<file path="config.mk">
export PLATFORM = sky130hd
export DESIGN_NAME = alu_seq_flat
export DESIGN_NICKNAME = d
export VERILOG_FILES = /design/src/rtl/alu_seq_if.sv /design/src/rtl/alu_seq.sv /design/src/flat_wrapper.sv
export SDC_FILE = /design/constraint.sdc
export NUM_CORES = 1
export LEC_CHECK = 0
export CAP_MARGIN = 20
export CORE_AREA = 2 2 148 150
export CTS_BUF_LIST = sky130_fd_sc_hd__clkbuf_4 sky130_fd_sc_hd__clkbuf_8 sky130_fd_sc_hd__clkbuf_16
export CTS_CLUSTER_DIAMETER = 50
export DETAILED_ROUTE_END_ITERATION = 10
export DIE_AREA = 0 0 150 152
export SETUP_SLACK_MARGIN = 0.05
export SLEW_MARGIN = 0
export SYNTH_ARGS = -nofsm -noshare
export SYNTH_HDL_FRONTEND = slang
export SYNTH_SLANG_ARGS = --single-unit
</file>
<file path="constraint.sdc">
create_clock -name clk -period 2 [get_ports clk]
set_input_delay 0.3 -clock clk [delete_from_list [all_inputs] [get_ports clk]]
set_output_delay 0.3 -clock clk [all_outputs]
set_load 0.02 [all_outputs]
</file>
<file path="src/rtl/alu_seq_if.sv">
// Operand/result handshake bundle for alu_seq: operand side (in_*) and result side (out_*).
interface alu_seq_if #(
    parameter int unsigned WIDTH = 24
);
    logic             in_valid;
    logic             in_ready;
    logic [WIDTH-1:0] a;
    logic [WIDTH-1:0] b;
    logic             carry_in;
    logic             b_negate;
    logic [2:0]       op;
    logic             out_valid;
    logic             out_ready;
    logic [WIDTH-1:0] result;
    logic             carry_out;
    logic             zero;
    logic             negative;
    logic             overflow;

    modport master (
        output in_valid, a, b, carry_in, b_negate, op, out_ready,
        input  in_ready, out_valid, result, carry_out, zero, negative, overflow
    );

    modport slave (
        input  in_valid, a, b, carry_in, b_negate, op, out_ready,
        output in_ready, out_valid, result, carry_out, zero, negative, overflow
    );
endinterface

</file>
<file path="src/rtl/alu_seq.sv">
// Registered ALU with valid/ready handshake and result/flag register.
// Define ALU_SEQ_MUL_EN to build the iterative shift-add multiplier (op 110, BUSY state).
module alu_seq #(
    parameter int unsigned WIDTH = 24
) (
    input logic        clk,
    input logic        rst_n,
    alu_seq_if.slave   bus
);
    localparam logic [2:0] OpAnd = 3'b000;
    localparam logic [2:0] OpOr  = 3'b001;
    localparam logic [2:0] OpXor = 3'b010;
    localparam logic [2:0] OpAdd = 3'b011;
    localparam logic [2:0] OpSlt = 3'b100;
    localparam logic [2:0] OpNor = 3'b101;

    logic             out_valid_q, out_valid_d;
    logic [WIDTH-1:0] result_q, result_d;
    logic             carry_q, carry_d;
    logic             zero_q, zero_d;
    logic             neg_q, neg_d;
    logic             ovf_q, ovf_d;

    logic [WIDTH-1:0] b_eff;
    logic [WIDTH:0]   sum;
    logic [WIDTH-1:0] alu_res;
    logic             alu_c, alu_v;
    logic             busy, accept, consume, in_ready;
    logic             wr;
    logic [WIDTH-1:0] wr_res;
    logic             wr_c, wr_v;

`ifdef ALU_SEQ_MUL_EN
    localparam logic [2:0]         OpMul   = 3'b110;
    localparam logic [0:0]         StIdle  = 1'b0;
    localparam logic [0:0]         StBusy  = 1'b1;
    localparam int unsigned        CntW    = $clog2(WIDTH) + 1;
    localparam logic [CntW-1:0]    LastCnt = CntW'(WIDTH - 1);

    logic [0:0]         state_q, state_d;
    logic [2*WIDTH-1:0] mcand_q, mcand_d;
    logic [2*WIDTH-1:0] acc_q, acc_d;
    logic [WIDTH-1:0]   mplier_q, mplier_d;
    logic [CntW-1:0]    cnt_q, cnt_d;

    assign busy = (state_q == StBusy);
`else
    assign busy = 1'b0;
`endif

    assign in_ready = !busy && (!out_valid_q || bus.out_ready);
    assign accept   = bus.in_valid && in_ready;
    assign consume  = out_valid_q && bus.out_ready;

    always_comb begin
        b_eff   = bus.b_negate ? ~bus.b : bus.b;
        sum     = {1'b0, bus.a} + {1'b0, b_eff} + {{WIDTH{1'b0}}, bus.carry_in};
        alu_res = '0;
        alu_c   = 1'b0;
        alu_v   = 1'b0;
        case (bus.op)
            OpAnd: alu_res = bus.a & bus.b;
            OpOr:  alu_res = bus.a | bus.b;
            OpXor: alu_res = bus.a ^ bus.b;
            OpNor: alu_res = ~(bus.a | bus.b);
            OpAdd: begin
                alu_res = sum[WIDTH-1:0];
                alu_c   = sum[WIDTH];
                alu_v   = (bus.a[WIDTH-1] == b_eff[WIDTH-1]) &&
                          (sum[WIDTH-1] != bus.a[WIDTH-1]);
            end
            OpSlt: alu_res = {{(WIDTH-1){1'b0}}, ($signed(bus.a) < $signed(bus.b))};
            default: alu_res = '0;
        endcase
    end

    always_comb begin
        out_valid_d = out_valid_q;
        wr          = 1'b0;
        wr_res      = alu_res;
        wr_c        = alu_c;
        wr_v        = alu_v;
        if (consume) out_valid_d = 1'b0;
`ifdef ALU_SEQ_MUL_EN
        state_d  = state_q;
        mcand_d  = mcand_q;
        acc_d    = acc_q;
        mplier_d = mplier_q;
        cnt_d    = cnt_q;
        if (state_q == StIdle) begin
            if (accept) begin
                if (bus.op == OpMul) begin
                    mcand_d  = {{WIDTH{1'b0}}, bus.a};
                    mplier_d = bus.b;
                    acc_d    = '0;
                    cnt_d    = '0;
                    state_d  = StBusy;
                end else begin
                    wr = 1'b1;
                end
            end
        end else begin
            // Multiplicand shifts left while multiplier shifts right: bit[count] is always bit 0.
            acc_d    = acc_q + (mplier_q[0] ? mcand_q : '0);
            mcand_d  = mcand_q << 1;
            mplier_d = mplier_q >> 1;
            cnt_d    = cnt_q + 1'b1;
            if (cnt_q == LastCnt) begin
                wr      = 1'b1;
                wr_res  = acc_d[WIDTH-1:0];
                wr_c    = |acc_d[2*WIDTH-1:WIDTH];
                wr_v    = 1'b0;
                state_d = StIdle;
            end
        end
`else
        if (accept) wr = 1'b1;
`endif
        result_d = result_q;
        carry_d  = carry_q;
        ovf_d    = ovf_q;
        zero_d   = zero_q;
        neg_d    = neg_q;
        if (wr) begin
            out_valid_d = 1'b1;
            result_d    = wr_res;
            carry_d     = wr_c;
            ovf_d       = wr_v;
            zero_d      = (wr_res == '0);
            neg_d       = wr_res[WIDTH-1];
        end
    end

    always_ff @(posedge clk or negedge rst_n) begin
        if (!rst_n) begin
            out_valid_q <= 1'b0;
            result_q    <= '0;
            carry_q     <= 1'b0;
            zero_q      <= 1'b0;
            neg_q       <= 1'b0;
            ovf_q       <= 1'b0;
        end else begin
            out_valid_q <= out_valid_d;
            result_q    <= result_d;
            carry_q     <= carry_d;
            zero_q      <= zero_d;
            neg_q       <= neg_d;
            ovf_q       <= ovf_d;
        end
    end

`ifdef ALU_SEQ_MUL_EN
    always_ff @(posedge clk or negedge rst_n) begin
        if (!rst_n) begin
            state_q  <= StIdle;
            mcand_q  <= '0;
            acc_q    <= '0;
            mplier_q <= '0;
            cnt_q    <= '0;
        end else begin
            state_q  <= state_d;
            mcand_q  <= mcand_d;
            acc_q    <= acc_d;
            mplier_q <= mplier_d;
            cnt_q    <= cnt_d;
        end
    end
`endif

    assign bus.in_ready  = in_ready;
    assign bus.out_valid = out_valid_q;
    assign bus.result    = result_q;
    assign bus.carry_out = carry_q;
    assign bus.zero      = zero_q;
    assign bus.negative  = neg_q;
    assign bus.overflow  = ovf_q;
endmodule
</file>
<file path="src/flat_wrapper.sv">
// flat-port wrapper written by rule: the top's interface ports become plain ports
module alu_seq_flat 
#(
    parameter int unsigned WIDTH = 24
)
  (clk, rst_n, bus_in_valid, bus_a, bus_b, bus_carry_in, bus_b_negate, bus_op, bus_out_ready, bus_in_ready, bus_out_valid, bus_result, bus_carry_out, bus_zero, bus_negative, bus_overflow);
  alu_seq_if #(.WIDTH(WIDTH)) bus_i ();
  input logic clk;
  input logic rst_n;
  input wire logic [$bits(bus_i.in_valid)-1:0] bus_in_valid;
  input wire logic [$bits(bus_i.a)-1:0] bus_a;
  input wire logic [$bits(bus_i.b)-1:0] bus_b;
  input wire logic [$bits(bus_i.carry_in)-1:0] bus_carry_in;
  input wire logic [$bits(bus_i.b_negate)-1:0] bus_b_negate;
  input wire logic [$bits(bus_i.op)-1:0] bus_op;
  input wire logic [$bits(bus_i.out_ready)-1:0] bus_out_ready;
  output wire logic [$bits(bus_i.in_ready)-1:0] bus_in_ready;
  output wire logic [$bits(bus_i.out_valid)-1:0] bus_out_valid;
  output wire logic [$bits(bus_i.result)-1:0] bus_result;
  output wire logic [$bits(bus_i.carry_out)-1:0] bus_carry_out;
  output wire logic [$bits(bus_i.zero)-1:0] bus_zero;
  output wire logic [$bits(bus_i.negative)-1:0] bus_negative;
  output wire logic [$bits(bus_i.overflow)-1:0] bus_overflow;
  assign bus_i.in_valid = bus_in_valid;
  assign bus_i.a = bus_a;
  assign bus_i.b = bus_b;
  assign bus_i.carry_in = bus_carry_in;
  assign bus_i.b_negate = bus_b_negate;
  assign bus_i.op = bus_op;
  assign bus_i.out_ready = bus_out_ready;
  assign bus_in_ready = bus_i.in_ready;
  assign bus_out_valid = bus_i.out_valid;
  assign bus_result = bus_i.result;
  assign bus_carry_out = bus_i.carry_out;
  assign bus_zero = bus_i.zero;
  assign bus_negative = bus_i.negative;
  assign bus_overflow = bus_i.overflow;
  alu_seq #(.WIDTH(WIDTH)) u_core (.clk(clk), .rst_n(rst_n), .bus(bus_i));
endmodule
</file>
==> results.py <==
metrics = {
    "timing": {
        "whs_ns": 0.415,
        "max_freq_mhz": 332,
        "hold_viol": 0,
        "worst_slack_ns": -1.01,
        "rsz0062_at_grt": "true",
        "setup_violations": 24,
        "timing_max_transition_violations_final": 0,
        "setup_tns_ns": -15.40,
        "tightest_slew_ns": 0.501,
        "slew_headroom_pct": 66.4,
        "fin_crit_sh_pct": 151,
        "period_minus_slack_ns": 3.01,
        "skew_ns": 0.00308,
    },
    "synthesis": {
        "synthCells": 666,
        "synth_ff_type": "dfrtp_1",
        "synth_cell_type_count": 75,
        "synth-seq-cells": 28,
        "seq_area_frac_synth_pct": 13.5,
        "ys.warnings.count": 0,
        "synthArstFlopShare_pct": 100,
        "syn-cell-area_um2": 5190,
        "synth_nets": 820,
        "avgSynthCellArea_um2": 7.79,
        "synth_edf_count": 0,
    },
    "setup_path": {
        "critPathRequiredTime_ns": 2.18,
        "arrival_ns": 3.19,
        "cp_max_fo": 5,
        "cp-start-kind": "primary input",
        "path_class": "in -> reg",
        "cp-end-kind": "register",
    },
    "placed_design": {
        "portBuffers": 86,
        "dp.cells": 1209,
        "post-dp-hpwl_um": 14700,
        "place_congestion": 0.898,
    },
    "final_layout": {
        "fillCellCount": 2125,
        "n_antenna_cell": 0,
        "instances_no_fill": 1248,
        "mostFrequentLayoutCells": "buf_4, ha_1, nand2_1, inv_1, clkdlybuf4s50_1",
        "final_common_cell": "buf_4",
        "final_layout_size_suffix_gt1_share_pct": 47.2,
        "multiInputGateArea_um2": 5050,
        "register_area_um2": 701,
        "final_nets": 1123,
        "syn2layout_area_growth_pct": 78.0,
    },
    "global_route": {
        "antenna_found_initial": 0,
        "overflow": 0,
        "grt_start_max_net_pins": 29,
        "grt_usage_pct": 15.9,
        "grt_pass1_vias": 5941,
        "grt_pass1_wl_um": 29600,
    },
    "clock_network": {
        "clkTransAtPathRegs_ns": 0.07,
        "cts.sinks": 28,
        "tritoncts": "done",
        "clock_path_buffers": 2,
        "numCtsBuffers": 3,
        "htree_levels": 1,
        "clkLatencyLatePin_ns": 0.26,
        "root_buffer": "clkbuf_16",
    },
    "outcome": {
        "violations": "setup timing",
        "status": "finished, violations left",
    },
    "drt": {
        "firstDrtPassIters": 5,
        "drtAntennaViolNets": 0,
        "vias": 5973,
        "drtIter0Drc": 285,
        "drc": 0,
        "routed_wirelength_um": 19600,
        "via_per_inst": 4.79,
        "wl_per_cell_um": 15.7,
    },
    "power": {
        "p_per_area_nw_per_um2": 456,
        "ir_worst_vdd_mv": 0.325,
        "p_leak_uw": 0.00431,
    },
    "floorplanning": {
        "die_y_um": 152,
        "start_util_pct": 24.3,
        "ios": 87,
        "die_area_um2": 22800,
        "row_count": 54,
        "core-area_um2": 21400,
        "die_w_um": 150,
    },
    "worst_hold_path": {
        "hold_class": "in -> async",
    },
    "flow_run": {
        "max_cap_viol_count": 0,
    },
}
-- through the flow --
stage	total power (uW)	cell area, um^2	worst slack, ns	util, %
final	4210	9240	-1.01	43.3
after global routing	4490	9240	-1.17	43.3
after CTS	3870	8680	-1.07	40.7
after detailed placement	3130	7950	-1.63	37.2
after global placement	3100	7950	-1.54	37.2
after floorplan	1980	5330	-0.973	-
-- sequential cells by signal, indices dropped and copies added (netlist names) --
name	count
u_core.bus.carry_out	1
u_core.bus.negative	1
u_core.bus.out_valid	1
u_core.bus.overflow	1
u_core.bus.result	23
u_core.bus.zero	1
-- cell usage after synthesis, drive strengths merged (10+ instances only) --
cell    instances  share of area [%]
nor3           16                1.6
buf            16                1.5
xor2           25                4.2
clkbuf         17                1.2
nor2           35                2.5
nand2b         15                1.8
nand2          68                4.9
inv            83                6.0
a22oi          16                2.3
xnor2          10                1.8
o21ai          40                4.1
dfrtp          28                 13
mux2i          24                4.6
a21oi          36                3.6
ha             95                 23
-- path summary, 6_finish.rpt --
path / from / to / slack [ns] / cells after the start
max: bus_b_negate / u_core.bus.zero$_DFFE_PN0P_ / -1.01 / 15
min: rst_n / u_core.bus.result[21]$_DFFE_PN0P_ / 0.42 / 2
max reg2reg: u_core.bus.out_valid$_DFFE_PN0P_ / u_core.bus.zero$_DFFE_PN0P_ / -0.06 / 9
min reg2reg: u_core.bus.result[17]$_DFFE_PN0P_ / u_core.bus.result[17]$_DFFE_PN0P_ / 0.47 / 2
max in group asynchronous: rst_n / u_core.bus.result[9]$_DFFE_PN0P_ / 1.30 / 2
min in group clk: u_core.bus.result[17]$_DFFE_PN0P_ / u_core.bus.result[17]$_DFFE_PN0P_ / 0.47 / 2
-- metal layers --
metal	GRT usage (%)	vias up	part of all wire, %
li1	-	2937	-
met1	19.3	2861	42
met2	30.1	152	53
met3	1.38	23	3.8
met4	3.37	0	1.8
met5	0	-	0
-- what timing repair did --
item / CTS / global route
pin swaps: 72 / 97
resized for setup: 211 / 121
hold buffers: 0 / 0
setup endpoints to repair: 27 / 27
buffers inserted: 24 / 33
hold endpoints to repair: 0 / 0
-- critical path, cell delays in order --
cell and delay [ns]:
buf_12 0.11, xor2_2 0.17, fa_2 0.26, inv_2 0.05, fa_2 0.36, nand2b_4 0.17
a211oi_4 0.36, buf_6 0.17, o21ai_4 0.08, a21oi_4 0.24, o41ai_4 0.12, xnor2_2 0.18
a2111oi_4 0.34, nand4_1 0.13, o21ai_1 0.15
-- logic make-up (layout without fill, tap and decap cells) --
kind of cell	Yosys count	in the layout	synth area share, %
AO/OA/AOI/OAI	170	170	23.7
XOR/XNOR	35	35	6.05
adder cells (fa/ha/maj)	97	97	23.7
buffers and inverters	116	418	8.77
flip-flops	28	28	13.5
multiplexers	28	28	5.50
AND/OR/NAND/NOR	192	192	18.8
-- report_power, final --
part / switching, uW / internal (uW) / total, uW
Clock: 186 / 306 / 493
Sequential: 46.9 / 651 / 698
Combinational: 1470 / 1560 / 3020
-- final cells by class --
| cell class | instances | area share [%] |
|---|---|---|
| clock buffers | 4 | 0.961 |
| inverters | 83 | 3.40 |
| multi-input cells | 522 | 54.7 |
| flip-flops and latches | 28 | 7.58 |
| well taps | 280 | 3.79 |
| repair buffers | 331 | 29.6 |
Note: power is estimated with default switching activity, not from simulation.
